--- config.mk ---
export PLATFORM = sky130hd
export DESIGN_NAME = interface_calculo
export DESIGN_NICKNAME = d
export VERILOG_FILES = /design/src/rtl/calculo_pkg.sv /design/src/rtl/contador_timeout.sv /design/src/rtl/interface_calculo.sv
export SDC_FILE = /design/constraint.sdc
export NUM_CORES = 1
export LEC_CHECK = 0
export ABC_AREA = 1
export CORE_MARGIN = 1.5
export CORE_UTILIZATION = 45
export CTS_CLUSTER_DIAMETER = 50
export CTS_CLUSTER_SIZE = 28
export DETAILED_ROUTE_END_ITERATION = 10
export GPL_TIMING_DRIVEN = 0
export MAX_ROUTING_LAYER = met4
export PLACE_DENSITY = 0.79
export RECOVER_POWER = 100
export SLEW_MARGIN = 10
export SYNTH_ARGS = -nofsm -noshare
export SYNTH_HDL_FRONTEND = slang
export SYNTH_SLANG_ARGS = --single-unit
--- constraint.sdc ---
create_clock -name clk -period 1.8 [get_ports clk]
set_input_delay 0.27 -clock clk [delete_from_list [all_inputs] [get_ports clk]]
set_output_delay 0.27 -clock clk [all_outputs]
set_load 0.02 [all_outputs]
--- src/rtl/calculo_pkg.sv ---
// Shared constants for the calculation-unit wrapper: state encoding and default sizing.
package calculo_pkg;

    localparam int W_DEF       = 8;
    localparam int TIMEOUT_DEF = 16;
    localparam int CW_DEF      = 5;

    typedef logic [2:0] estado_t;

    localparam estado_t ST_IDLE  = 3'd0;
    localparam estado_t ST_LOAD  = 3'd1;
    localparam estado_t ST_WAIT  = 3'd2;
    localparam estado_t ST_CLEAR = 3'd3;
    localparam estado_t ST_OUT   = 3'd4;

endpackage

--- src/rtl/contador_timeout.sv ---
// Saturating up-counter of WAIT cycles; expira flags the cycle whose count+1 reaches TIMEOUT.
module contador_timeout #(
    parameter int CW      = 5,
    parameter int TIMEOUT = 16
) (
    input  logic          clk,
    input  logic          rst,
    input  logic          clr,
    input  logic          en,
    output logic [CW-1:0] count,
    output logic          expira
);

    logic [CW:0] siguiente;

    // One extra bit keeps count+1 exact even when count sits at the saturation value.
    assign siguiente = {1'b0, count} + 1'b1;
    assign expira    = (siguiente == (CW+1)'(TIMEOUT));

    always_ff @(posedge clk) begin
        if (rst) begin
            count <= '0;
        end else if (clr) begin
            count <= '0;
        end else if (en && (count != CW'(TIMEOUT))) begin
            count <= siguiente[CW-1:0];
        end
    end

endmodule

--- src/rtl/interface_calculo.sv ---
// Valid/ready wrapper around the calculation unit: launches it, waits for pronto with a
// watchdog, restarts the controller and hands the captured result back to the consumer.
//
//  state | meaning
//  IDLE  | ready for a new operand
//  LOAD  | operand on x_out, inicio pulsed
//  WAIT  | counting cycles until pronto or timeout
//  CLEAR | rst_ctrl pulsed to restart the controller
//  OUT   | result presented until res_ready
module interface_calculo
    import calculo_pkg::*;
#(
    parameter int W       = W_DEF,
    parameter int TIMEOUT = TIMEOUT_DEF,
    parameter int CW      = CW_DEF
) (
    input  logic          clk,
    input  logic          rst,
    input  logic          req_valid,
    output logic          req_ready,
    input  logic [W-1:0]  req_x,
    output logic [W-1:0]  x_out,
    output logic          inicio,
    input  logic          pronto,
    input  logic [W-1:0]  s_in,
    output logic          rst_ctrl,
    output logic          res_valid,
    input  logic          res_ready,
    output logic [W-1:0]  res_data,
    output logic          res_err,
    output logic [CW-1:0] ciclos,
    output logic          busy
);

    estado_t        estado;
    estado_t        prox;
    logic [CW-1:0]  count;
    logic           expira;
    logic           acepta;

    assign acepta = (estado == ST_IDLE) && req_valid;

    contador_timeout #(
        .CW      (CW),
        .TIMEOUT (TIMEOUT)
    ) u_contador (
        .clk    (clk),
        .rst    (rst),
        .clr    (acepta),
        .en     (estado == ST_WAIT),
        .count  (count),
        .expira (expira)
    );

    always_ff @(posedge clk) begin
        if (rst) begin
            estado <= ST_IDLE;
        end else begin
            estado <= prox;
        end
    end

    always_comb begin
        prox = estado;
        case (estado)
            ST_IDLE:  if (req_valid)          prox = ST_LOAD;
            ST_LOAD:                          prox = ST_WAIT;
            ST_WAIT:  if (pronto || expira)   prox = ST_CLEAR;
            ST_CLEAR:                         prox = ST_OUT;
            ST_OUT:   if (res_ready)          prox = ST_IDLE;
            default:                          prox = ST_IDLE;
        endcase
    end

    // Handshake and pulse outputs decode from state only, so no input reaches an output.
    always_comb begin
        req_ready = 1'b0;
        inicio    = 1'b0;
        rst_ctrl  = 1'b0;
        res_valid = 1'b0;
        busy      = 1'b1;
        case (estado)
            ST_IDLE: begin
                req_ready = 1'b1;
                busy      = 1'b0;
            end
            ST_LOAD:  inicio    = 1'b1;
            ST_CLEAR: rst_ctrl  = 1'b1;
            ST_OUT:   res_valid = 1'b1;
            default:  ;
        endcase
    end

    always_ff @(posedge clk) begin
        if (rst) begin
            x_out    <= '0;
            res_data <= '0;
            res_err  <= 1'b0;
            ciclos   <= '0;
        end else begin
            if (acepta) begin
                x_out   <= req_x;
                res_err <= 1'b0;
            end
            // pronto is checked first so a same-cycle timeout never overrides a real result.
            if (estado == ST_WAIT) begin
                if (pronto) begin
                    res_data <= s_in;
                    ciclos   <= count + 1'b1;
                end else if (expira) begin
                    res_data <= '0;
                    res_err  <= 1'b1;
                    ciclos   <= CW'(TIMEOUT);
                end
            end
        end
    end

endmodule

==> results of run 1 <==
## cell type report
type                    instances  area (µm²)
inverters                      16        60.1
repair buffers                 47         455
clock buffers                   7        55.1
clock inverters                 1        5.00
flip-flops and latches         30         601
plain buffers                   7        56.3
fillers                       270        1050
well taps                      44        55.1
multi-input cells             114         687
## power by group through the flow
stage	combinational, mW	sequential [mW]	clock (mW)
global placement	0.457	0.760	0
global route	0.498	0.756	0.466
floorplan	0.252	0.794	0
CTS	0.462	0.750	0.430
detailed placement	0.470	0.766	0
finish	0.453	0.749	0.413
## layer usage
| metal | share of wire | wire length (µm) | vias to the layer above |
|---|---|---|---|
| met4 | 0.0041 | 14 | 0 |
| li1 | - | - | 668 |
| met3 | 0.076 | 258 | 2 |
| met1 | 0.44 | 1490 | 590 |
| met2 | 0.48 | 1650 | 54 |
| met5 | 0 | 0 | - |
## registers in the layout, summed over array words and instances (netlist names)
signal / flops
res_err: 1
x_out: 8
res_data: 8
ciclos: 5
u_contador.count: 5
estado: 3
## logic make-up after synthesis
group / after synthesis / share of synthesized area
DFF: 30 / 0.424
adders and majority gates: 2 / 0.0177
AOI/OAI and AO/OA: 35 / 0.161
buffers and inverters: 23 / 0.0796
and+or+nand+nor: 77 / 0.317
## what timing repair did
action                                  CTS  global route
endpoints found under the setup margin    5             3
setup buffers                             0             1
pin swaps                                 0             1
resized for setup                         8             5
## synthesized netlist by cell type, drive strengths merged
library cell,number,area (µm²)
o21a,1,7.51
buf,5,45.0
nand4,3,18.8
inv,16,60.1
nand3,26,185
ha,2,25.0
a21oi,27,173
clkbuf,2,7.51
dfxtp,30,601
nor2,9,67.6
o21ai,5,32.5
or2,2,12.5
a211oi,2,15.0
nand2,34,150
nor3,3,15.0
## worst max-delay path, cell delays in order (launching register included)
cell and delay [ps]:
dfxtp_1 410, ha_1 230, nand2_2 100, nor2_1 160, nand3_2 120, nor2_4 140
nand2_4 80, buf_6 160, nand3_1 80, a21oi_2 50
## through the flow
| step | cell area, µm² | hold WS [ps] | cells |
|---|---|---|---|
| CTS | 1990 | 358 | 265 |
| detailed placement | 1930 | 452 | 257 |
| global placement | 1930 | 445 | 257 |
| floorplan | 1420 | 339 | 167 |
| global route | 1970 | 395 | 266 |
| finish | 1970 | 368 | 266 |
## worst min path at each step
stage,start,endpoint,slack (ps),cells after the start
floorplan,rst,ciclos[4],340,1
global placement,res_err,res_err,450,2
detailed placement,res_err,res_err,450,2
CTS,req_valid,x_out[0],360,3
global route,req_valid,x_out[3],400,3
finish,req_valid,x_out[0],370,3
==> reports/results.tsv, run 1 <==
metric	value	unit
CTS sink count	30	
sequential share of power	0.464	
detailed placement HPWL	2580	µm
Clock Tree Buf Depth	2	
CP arrival	1870	ps
Inserted Clock Buffers	5	
Setup CP Type	reg -> reg	
design internal power	1.09	mW
MaxCap Viol Count	0	
RSZ-0062 raised after global routing	false	
final setup TNS	0	ps
grt total ovfl	0	
Final setup viols	0	
number of remaining DRC errors	0	
Hold Crit Class	in -> reg	
most frequent cells in the layout	nand2_1, dfxtp_1, dlygate4sd3_1, a21oi_1, clkdlybuf4s50_1	
Die W	59.1	µm
NetSw	524	µW
Site Rows	20	
Worst Path Required	1990	ps
worst slew pin tran	644	ps
r2r endpoint	res_data[1]	
clock share of power	0.256	
clock skew	4.68	ps
WL/cell	12.8	µm
Slew headroom	0.570	
root buffer cell	clkbuf_4	
gpl congestion	0.835	
post-synthesis cell count	167	
Post-Syn Area	1420	µm²
fin util	0.652	
Final WS setup	128	ps
P_leak	0.823	nW
WL final	3400	µm
Area growth, synth to finish	39.5	%
vias in the first global route	1273	
Max Fanout on Critical Path	10	
Clock H-tree levels	2	
largest net degree at the start of global routing	11	
status	complete, no violations	
hold buffers post-CTS	0	
CP Capture Point	res_data[1]	
Die ar.	3490	µm²
remaining antenna violation count	0	
later-pin clock latency in the skew report	320	ps
detailed-route vias per instance	4.94	
Seq/Total Area, Yosys	0.424	
startpoint types	register	
combinational share of power	0.281	
post-synthesis register bit count	30	
maximum vdd drop	0.483	mV
yosys warns	0	
1st-iter DRT viols	148	
Final Hold Viols	0	
nets@finish	244	
Critical Path Source	u_contador.count[0]	
ant diodes	0	
initial antenna violation count	0	
CTS tree	built	
CP Capture Type	register	
Reg clk slew, reported paths	90	ps
Via Count	1314	
Tot GR Track Use	0.220	
highest clock rate	598	MHz
GR peak layer	met2	
GRT met1 Usage	0.251	
sw frac	0.325	
Tmin final	1670	ps
r2r startpoint	u_contador.count[0]	
met3 Use GR	0.0699	
Slew Viols, Final	0	
Tcrit/Tclk final	0.929	
die height	59.1	µm
layout cells sized above 1	0.207	
GR Layer Usage met2	0.359	
first-pass GRT wire length	5620	µm
initial core utilization	0.467	
r2r setup slk	130	ps
core area	3030	µm²
syn avg cell area	8.47	µm²
Initial DRT Pass Iterations	4	
setup slack at placement	84.3	ps
syn nets	190	
PD cells	818	nW/µm²
Reg2Reg Depth	9	
# IOs	48	
total power	1.61	mW
Synth cell types	28	
port bufs	46	
Power figures use the tool's default switching activity.
==> inputs of run 2 (changes only) <==
--- a/config.mk
+++ b/config.mk
@@ -13,7 +13,7 @@
 export DETAILED_ROUTE_END_ITERATION = 10
 export GPL_TIMING_DRIVEN = 0
 export MAX_ROUTING_LAYER = met4
-export PLACE_DENSITY = 0.79
+export PLACE_DENSITY_LB_ADDON = 0.2
 export RECOVER_POWER = 100
 export SLEW_MARGIN = 10
 export SYNTH_ARGS = -nofsm -noshare
==> reports/results.tsv, run 2 (synthesis results as in run 1) <==
metric	value	unit	change
status	complete, no violations		unchanged
# IOs	48		unchanged
clock skew	3.43	ps	was 4.68 ps
largest registers	res_data (8), x_out (8)		unchanged
most common cell after layout, fill and taps aside	nand2_1		
maximum vdd drop	0.480	mV	was 0.483 mV
Clock H-tree levels	2		unchanged
port bufs	46		unchanged
Area growth, synth to finish	39.3	%	was 39.5%
Die W	59.1	µm	unchanged
detailed-route vias per instance	4.83		was 4.94
CP arrival	1410	ps	was 1870 ps
PD cells	825	nW/µm²	was 818 nW/µm²
worst slew pin tran	542	ps	was 644 ps
detailed placement HPWL	2510	µm	was 2580 µm
initial antenna violation count	0		unchanged
layout cells sized above 1	0.188		was 0.207
CTS sink count	30		unchanged
CTS tree	built		unchanged
ant diodes	0		unchanged
die height	59.1	µm	unchanged
metal3 WL	176	µm	was 258 µm
Setup CP Type	reg -> out		was reg -> reg
Clock Tree Buf Depth	2		unchanged
P_leak	0.829	nW	was 0.823 nW
1st-iter DRT viols	46		was 148
core area	3030	µm²	unchanged
root buffer cell	clkbuf_4		unchanged
MaxCap Viol Count	0		unchanged
first-pass GRT wire length	5620	µm	about the same
Final Hold Viols	0		unchanged
CP Capture Type	output port		was register
highest metal used	met4		unchanged
hold slack	358	ps	was 368 ps
Slew headroom	0.639		was 0.570
Reg clk slew, reported paths	90	ps	about the same
most frequent cells in the layout	nand2_1, dfxtp_1, a21oi_1, dlygate4sd3_1, clkdlybuf4s50_1		was nand2_1, dfxtp_1, dlygate4sd3_1, a21oi_1, clkdlybuf4s50_1
highest clock rate	595	MHz	was 598 MHz
largest net degree at the start of global routing	11		unchanged
WL/cell	12.2	µm	was 12.8 µm
Tcrit/Tclk final	0.933		was 0.929
met2 routed WL	1630	µm	was 1650 µm
Slew Viols, Final	0		unchanged
Site Rows	20		unchanged
number of remaining DRC errors	0		unchanged
vias in the first global route	1324		was 1273
RSZ-0062 raised after global routing	false		unchanged
Final setup viols	0		unchanged
Inserted Clock Buffers	5		unchanged
WL final	3270	µm	was 3400 µm
initial core utilization	0.467		unchanged
hold buffers post-CTS	0		unchanged
later-pin clock latency in the skew report	320	ps	about the same
Hold Crit Class	in -> reg		unchanged
Tmin final	1680	ps	was 1670 ps
remaining antenna violation count	0		unchanged
Max Fanout on Critical Path	4		was 10
Initial DRT Pass Iterations	4		unchanged
grt total ovfl	0		unchanged
startpoint types	register		unchanged
nets@finish	246		was 244
Die ar.	3490	µm²	unchanged
gpl congestion	0.795		was 0.835
Worst Path Required	1530	ps	was 1990 ps
Via Count	1295		was 1314
total power	1.63	mW	was 1.61 mW
final setup TNS	0	ps	unchanged
fill count	274		was 270
Tot GR Track Use	0.218		was 0.220
met1 wire length	1420	µm	was 1490 µm
run 2: critical path, cell delays in order (launching register included):
cell,delay [ps]
dfxtp_1,410
inv_1,110
nor3_1,230
clkdlybuf4s15_1,340
run 2: final timing paths:
kind	slack (ps)	startpoint	end	cells after the start
worst min-delay path	360	req_valid	x_out[1]	3
worst min register to register	460	res_err	res_err	2
worst max-delay path	120	estado[1]	rst_ctrl	3
worst max register to register	140	u_contador.count[0]	res_data[7]	9
run 2: metrics by stage:
step	cells	util	setup WS, ps	instance area, µm²
after global placement	257	0.638	86.8	1930
final	268	0.651	120	1970
after CTS	265	0.657	21.8	1990
after global routing	268	0.651	7.28	1970
after floorplan	167	-	360	1420
after detailed placement	257	0.638	77.2	1930
run 2: per-layer routing:
metal	track usage	vias to the layer above
met4	0.0779	0
met2	0.373	34
met1	0.245	581
met5	-	-
li1	-	673
met3	0.0546	7
run 2: where the power goes:
group | internal, mW | switching [mW]
registers | 0.712 | 0.0352
clock network | 0.189 | 0.229
logic | 0.206 | 0.255
total | 1.11 | 0.519
run 2: area by class of cell:
cell class / count / area (µm²) / area share
plain buffers: 7 / 56.3 / 0.0286
clock buffers: 7 / 55.1 / 0.0279
clock inverters: 1 / 5.00 / 0.00254
inverters: 16 / 60.1 / 0.0305
multi-input cells: 114 / 656 / 0.333
flip-flops and latches: 30 / 602 / 0.305
well taps: 44 / 55.1 / 0.0279
repair buffers: 49 / 482 / 0.244
run 2: what timing repair did:
item	4_1_cts	5_1_grt
endpoints found under the setup margin	5	3
pin swaps	0	1
buffers inserted	0	3
resized for setup	8	3
